===== src/rtl/fetch_queue.sv =====
// Dual-issue fetch stage: owns the fetch PC, captures two sequential words per
// cycle from instruction memory into a circular queue drained by dual decode.
module fetch_queue #(
    parameter int          DEPTH    = 4,
    parameter logic [31:0] RESET_PC = 32'h0000_0000
) (
    input  logic                     clk,
    input  logic                     reset,
    output logic [31:0]              imem_addr,
    input  logic [31:0]              imem_rd,
    input  logic [31:0]              imem_rd2,
    input  logic                     redirect,
    input  logic [31:0]              redirect_pc,
    input  logic [1:0]               deq_cnt,
    output logic [31:0]              dec_instr0,
    output logic [31:0]              dec_instr1,
    output logic [31:0]              dec_pc0,
    output logic [31:0]              dec_pc1,
    output logic                     dec_valid0,
    output logic                     dec_valid1,
    output logic [$clog2(DEPTH):0]   count
);

    localparam int PW = $clog2(DEPTH);
    localparam int CW = PW + 1;

    localparam logic [CW-1:0] CNT_ZERO  = '0;
    localparam logic [CW-1:0] CNT_ONE   = CW'(1);
    localparam logic [CW-1:0] CNT_TWO   = CW'(2);
    localparam logic [CW-1:0] CNT_DEPTH = CW'(DEPTH);
    localparam logic [PW-1:0] PTR_ZERO  = '0;
    localparam logic [PW-1:0] PTR_ONE   = PW'(1);

    logic [31:0]   pc_q, pc_d;
    logic [PW-1:0] head_q, head_d;
    logic [PW-1:0] tail_q, tail_d;
    logic [CW-1:0] count_q, count_d;

    logic [31:0]   instr_q [DEPTH];
    logic [31:0]   epc_q   [DEPTH];

    logic [1:0]    deq_eff;
    logic [CW-1:0] pops;
    logic [CW-1:0] free;
    logic [CW-1:0] pushes;
    logic          push0;
    logic          push1;
    logic [PW-1:0] head1;
    logic [PW-1:0] tail1;

    assign head1 = head_q + PTR_ONE;
    assign tail1 = tail_q + PTR_ONE;

    always_comb begin
        deq_eff = (deq_cnt == 2'd3) ? 2'd2 : deq_cnt;
        pops    = (CW'(deq_eff) > count_q) ? count_q : CW'(deq_eff);
        // Push size comes from pre-pop occupancy; slots freed this cycle are reused next cycle.
        free    = CNT_DEPTH - count_q;
        push0   = !redirect && (free != CNT_ZERO);
        push1   = !redirect && (free >= CNT_TWO);
        pushes  = push1 ? CNT_TWO : (push0 ? CNT_ONE : CNT_ZERO);

        pc_d    = pc_q;
        head_d  = head_q;
        tail_d  = tail_q;
        count_d = count_q;

        if (redirect) begin
            pc_d    = redirect_pc & ~32'h0000_0003;
            head_d  = PTR_ZERO;
            tail_d  = PTR_ZERO;
            count_d = CNT_ZERO;
        end else begin
            pc_d    = pc_q + (32'(pushes) << 2);
            head_d  = head_q + pops[PW-1:0];
            tail_d  = tail_q + pushes[PW-1:0];
            count_d = count_q + pushes - pops;
        end
    end

    // NOTE: sequential state uses non-blocking assignments so every register samples pre-edge values.
    always_ff @(posedge clk) begin
        if (reset) begin
            pc_q    <= RESET_PC;
            head_q  <= PTR_ZERO;
            tail_q  <= PTR_ZERO;
            count_q <= CNT_ZERO;
        end else begin
            pc_q    <= pc_d;
            head_q  <= head_d;
            tail_q  <= tail_d;
            count_q <= count_d;
        end
    end

    // NOTE: queue storage has no reset; entries are only observed behind the count-derived valids.
    always_ff @(posedge clk) begin
        if (!reset) begin
            if (push0) begin
                instr_q[tail_q] <= imem_rd;
                epc_q[tail_q]   <= pc_q;
            end
            if (push1) begin
                instr_q[tail1] <= imem_rd2;
                epc_q[tail1]   <= pc_q + 32'd4;
            end
        end
    end

    assign imem_addr  = pc_q;
    assign dec_instr0 = instr_q[head_q];
    assign dec_pc0    = epc_q[head_q];
    assign dec_instr1 = instr_q[head1];
    assign dec_pc1    = epc_q[head1];
    assign dec_valid0 = (count_q != CNT_ZERO);
    assign dec_valid1 = (count_q >= CNT_TWO);
    assign count      = count_q;

endmodule

===== config.mk =====
export PLATFORM = sky130hd
export DESIGN_NAME = fetch_queue
export DESIGN_NICKNAME = d
export VERILOG_FILES = /design/src/rtl/fetch_queue.sv
export SDC_FILE = /design/constraint.sdc
export NUM_CORES = 1
export LEC_CHECK = 0
export BUFFER_PORTS_ARGS = -buffer_cell sky130_fd_sc_hd__buf_4
export CAP_MARGIN = 25
export CORE_ASPECT_RATIO = 0.6
export CORE_MARGIN = 2
export CORE_UTILIZATION = 50
export DETAILED_ROUTE_END_ITERATION = 8
export PLACE_DENSITY = 0.75
export REMOVE_ABC_BUFFERS = 1
export SETUP_SLACK_MARGIN = 0.3
export SYNTH_ARGS = -nofsm -noshare
export SYNTH_HDL_FRONTEND = slang
export SYNTH_SLANG_ARGS = --single-unit

===== constraint.sdc =====
create_clock -name clk -period 5.1 [get_ports clk]
set_clock_uncertainty 0.2 [all_clocks]
set_input_delay 1.02 -clock clk [delete_from_list [all_inputs] [get_ports clk]]
set_output_delay 1.02 -clock clk [all_outputs]
set_load 0.05 [all_outputs]

* Word level (Yosys, flattened, before mapping)
Memory sizes are Yosys's and may differ from the RTL's. A register that Yosys moved wholly into a read port is not among the register bits. Cells that the tools add are included.
Word-level totals: bits in registers 39, memory bits (writable) 256, input port bits 101, output and inout bits 165, word-level logic and storage cells 39, memories kept 2
Operators by class: add/subtract/negate cells 9, order comparisons 3, equal/unequal tests 1, multiplexer cells 13, reduce and logical (&&, ||, !) cells 6
Memories:
- epc_q | words 4, width 32, read ports 2, clocked after memory_dff 1, write ports 2, line 40 | logic [31:0] epc_q [DEPTH];
- instr_q | words 4, width 32, read ports 2, clocked after memory_dff 1, write ports 2, line 39 | logic [31:0] instr_q [DEPTH];
Operator list (number):
- 32-bit by 3-bit adder with 32-bit output (second input constant) | 1
- 32-bit by 4-bit adder with 32-bit output | 1
- 32-bit 2-to-1 mux | 1
- 2-bit 2-to-1 mux | 4
- 1-bit 2-to-1 mux | 7
- 3-bit by 2-bit greater-or-equal comparator with 1-bit output (second input constant) | 2
- 3-bit nonzero test | 2
- 2-bit by 1-bit adder with 2-bit output (second input constant) | 2
- 2-bit adder | 2
- 3-bit by 2-bit adder with 3-bit output | 1
- 2-bit by 3-bit > comparator with 1-bit output | 1
- 3-bit 2-to-1 mux | 1
- 3-bit subtractor | 1
- 3-bit subtractor (first input constant) | 1
- 2-bit equality test (second input constant) | 1
- 1-bit logical AND | 2
- 2-bit OR reduction | 1
- 1-bit logical NOT | 1

* Longest topological paths before layout
depth in word-level cells 7, mapped depth 15, gate-level depth less buffers 14

* Least setup slack after synthesis
Ideal clock, no wire load.
path kind register to register, start point register count_q[1] (netlist: count[1]), end point memory epc_q[2][10], enable pin, setup time 482 ps, data arrival time 4648 ps, required time 4418 ps, slack -230 ps, stages on the path, launching flop included 10, path buffers 1, period minus slack after synthesis 5330 ps, cells stage by stage dfxtp_1 inv_1 ha_1 ha_1 or3b_2 clkbuf_1 nand2_1 nor2_1 a21oi_1 nor2_1
RTL lines:
- start, declared | line 37 | logic [CW-1:0] count_q, count_d;
- start signal, assigned | line 92 | count_q <= count_d;
- end, declared | line 40

* Worst setup path after layout
start point register count_q[1] (netlist: count[1]), end point register pc_q[30] (netlist: imem_addr[30])
On the way: longest elaborated chain between the ends 7, elaborated cells on any way between the ends 9, classes of those cells 2 x add/sub; 1 x order compare; 3 x mux; 3 x reduce/logical
Ends and longest elaborated chain:
- 3-bit subtractor (*) | line 58 | free = CNT_DEPTH - count_q;
- parallel branches: the longest is 3 deep, another holds 3-bit by 2-bit greater-or-equal comparator with 1-bit output
- 2-bit 2-to-1 mux (*) | line 61 | pushes = push1 ? CNT_TWO : (push0 ? CNT_ONE : CNT_ZERO);
- 32-bit by 4-bit adder with 32-bit output (*) | line 74 | pc_d = pc_q + (32'(pushes) << 2);
- 32-bit 2-to-1 mux (*) | line 68 | if (redirect) begin
- end signal, assigned | line 89 | pc_q <= pc_d;
- end, declared | line 34 | logic [31:0] pc_q, pc_d;
Mark *: on every way between the ends. A chain may end at the register's enable or synchronous reset.

==> flow_summary_export.csv <==
group,metric,value,unit
critical_path,crit_fanout,9,
worst_hold_path,min_path_type,"reg2reg",
floorplan,die_area,34100,µm²
synth,avgSynthCellArea,11.4,µm²
placed_design,pre_cts_ws,0.738,ns
synth,synth_edf_count,248,
finish,synthToLayoutAreaGrowth,19.9,%
global_route,overflow,0,
critical_path,cp.required,5.36,ns
critical_path,crit_top_cell,"ha_1",
run_status,status,"finished clean",
finish,final_area,19600,µm²
timing,period_needed,4.37,ns
finish,drive_above_1_share,28.9,%
power_and_ir_drop,vdd_drop_max,0.250,mV
synth,yosysUniqueCellTypes,47,
timing,fmax,229,MHz
route,drc,0,
clocking,clock_latency,0.56,ns
finish,final_nets,1753,
floorplan,ios,266,
route,ant_nets,0,
worst_hold_path,worstHoldStart,"count[0]",
critical_path,crit_slowest_cell,"or3b_2",
clocking,post_cts_buffers,0,
power_and_ir_drop,powerDensity,454,nW/µm²
critical_path,crit_path_cell_trace,"inv_1 > ha_1 > ha_1 > or3b_2 > nor3_1 > ha_1 > inv_1 > fa_1 > nand3b_1 > buf_4 > nor3_1 > nand2_1 > xnor2_1 > o21a_1",
synth,yosysSeqAreaShare,50.2,%
clocking,cts.repair.resized,0,
route,via_per_inst,5.86,
floorplan,die_w,237,µm
clocking,clockRootBuffer,"clkbuf_16",
finish,nFillCells,2557,
timing,finalHoldViolCount,0,
clocking,cts_buffers,28,
synth,yosysWarningCount,0,
floorplan,die_y,144,µm
timing,rsz0062_at_grt,"false",
timing,maxSlewHeadroom,34.8,%
timing,maxSlewViolCount,0,
placed_design,dp_hpwl,30900,µm
synth,async_flop_share,0,%
floorplan,initial_core_util,50.5,%
critical_path,crit_start,"count[1]",
clocking,cts.hold.buffers_added,0,
synth,postSynthCellCount,1427,
placed_design,gp_congestion,0.859,
flow_run,cap_viol_max_count,0,
synth,synth_area,16300,µm²
synth,ys_seq_elements,285,
placed_design,dpl_cell_area,18600,µm²
floorplan,std_cell_rows,51,
synth,synth_ff_type,"edfxtp_1",
critical_path,end_kind,"flip-flop",
route,first_pass_iters,6,
global_route,grt_pass1_wl,70700,µm
finish,fin_cells,2082,
clocking,cts_tree,"built",
global_route,grt_pass1_vias,12100,
placed_design,dp_cells,2029,
clocking,clockBufferDepth,3,
global_route,antenna_found_initial,0,
global_route,track_usage,27.3,%
clocking,numClockSinks,285,
critical_path,r2r_setup_slack,0.73,ns
floorplan,core_area,32300,µm²
finish,antennaDiodeCount,0,
timing,setup_viol,0,
critical_path,critPathKind,"reg2reg",
clocking,htree_levels,1,
timing,fin_ws,0.732,ns
clocking,path_clk_slew,0.06,ns
critical_path,startpoint_type,"flip-flop",
global_route,grt_max_degree,51,
timing,worst_slew_pin_slew,0.976,ns
route,drt_wl_total,46600,µm
timing,period_share,85.6,%
route,vias,12200,
route,wl_per_cell,22.4,µm
route,first_iter_violations,1229,
placed_design,port_buffers,257,
critical_path,worstPathArrival,4.63,ns
critical_path,critPathMaxStageDelay,0.55,ns
power_and_ir_drop,p_leak,7.51,nW
critical_path,reg2reg_from,"count[1]",
## metal layers
layer / GRT usage [%] / wire length (µm) / up-vias
met2: 43.9 / 21900 / 668
met5: 0 / 0 / -
met3: 5.49 / 4620 / 80
met4: 7.18 / 1040 / 0
li1: - / - / 5413
met1: 38.3 / 19000 / 6046
## synthesized netlist by cell type (all sizes together) (6+ instances only)
cell type / instances / area share [%]
a21oi: 19 / 0.58
buf: 60 / 2.1
clkbuf: 53 / 1.2
dfxtp: 37 / 4.5
edfxtp: 248 / 46
ha: 13 / 1.0
inv: 29 / 0.67
mux2i: 12 / 0.74
mux4: 124 / 17
nand2: 476 / 11
nand3: 8 / 0.25
nand4: 21 / 0.97
nor2: 84 / 1.9
nor3: 16 / 0.52
nor4: 13 / 0.90
o21a: 11 / 0.51
o21ai: 11 / 0.34
or3: 6 / 0.23
xnor2: 97 / 5.2
xor2: 50 / 2.7
## power breakdown
part / switching (mW) / internal [mW]
clock network: 0.902 / 1.23
logic: 2.34 / 1.21
registers: 0.263 / 2.95
## critical path: cells and delay by family, from the launching register on
kind	cells	cell delay [ns]
compound gates	1	0.17
fa+ha+maj	4	1.15
xor+xnor	1	0.16
buf+inv	3	0.41
simple gates	5	1.70
flops	1	0.46
## registers in the layout, summed over array words and instances (netlist names)
signal	cells
instr_q	128
head_q	2
tail_q	2
epc_q	120
imem_addr	30
count	3
## worst paths after layout
path / end / cells after the start
setup / recovery: imem_addr[30] / 14
hold reg to reg: count[0] / 2
setup reg to reg: imem_addr[30] / 14
hold / removal: count[0] / 2
## layout make-up
cell class	instances	area, µm²	area share (%)
clock buffer	46	850	4.34
tap	424	531	2.71
inverter	29	109	0.556
sequential	285	8200	41.9
clock inverter	6	81.3	0.416
timing repair buffer	287	2240	11.4
multi-input combinational	1005	7560	38.6
## per-stage QoR
step | setup TNS, ns | util (%) | hold slack, ns | power, mW
2_1_floorplan | -144.96 | - | 0.517 | 5.67
3_3_place_gp | 0 | 57.7 | 0.458 | 6.73
3_5_place_dp | 0 | 57.7 | 0.438 | 6.80
4_1_cts | 0 | 60.6 | 0.453 | 8.92
5_1_grt | 0 | 60.6 | 0.499 | 9.21
6_report | 0 | 60.6 | 0.453 | 8.89
## kinds of logic (layout without fill, tap and decap cells)
family,after synthesis,count (layout),share of synthesized area [%]
AND/OR/NAND/NOR,654,654,17.0
flip-flops,285,285,50.2
XOR/XNOR,147,147,7.89
buffers and inverters,142,368,3.96
multiplexers,136,136,17.9
AO/OA/AOI/OAI,46,46,1.68
adder cells (fa/ha/maj),16,16,1.37
other,1,6,0.0230
## cells in the final DEF, fill, tap and decap left out, types with 13 or more instances in the layout
| cell type | n |
|---|---|
| a21oi_1 | 19 |
| buf_4 | 279 |
| clkbuf_16 | 29 |
| dfxtp_1 | 35 |
| edfxtp_1 | 248 |
| ha_1 | 13 |
| inv_1 | 28 |
| mux4_2 | 124 |
| nand2_1 | 474 |
| nand4_1 | 18 |
| nor2_1 | 76 |
| nor3_1 | 15 |
| xnor2_1 | 97 |
| xor2_1 | 50 |
Note: power is estimated with default switching activity, not from simulation.
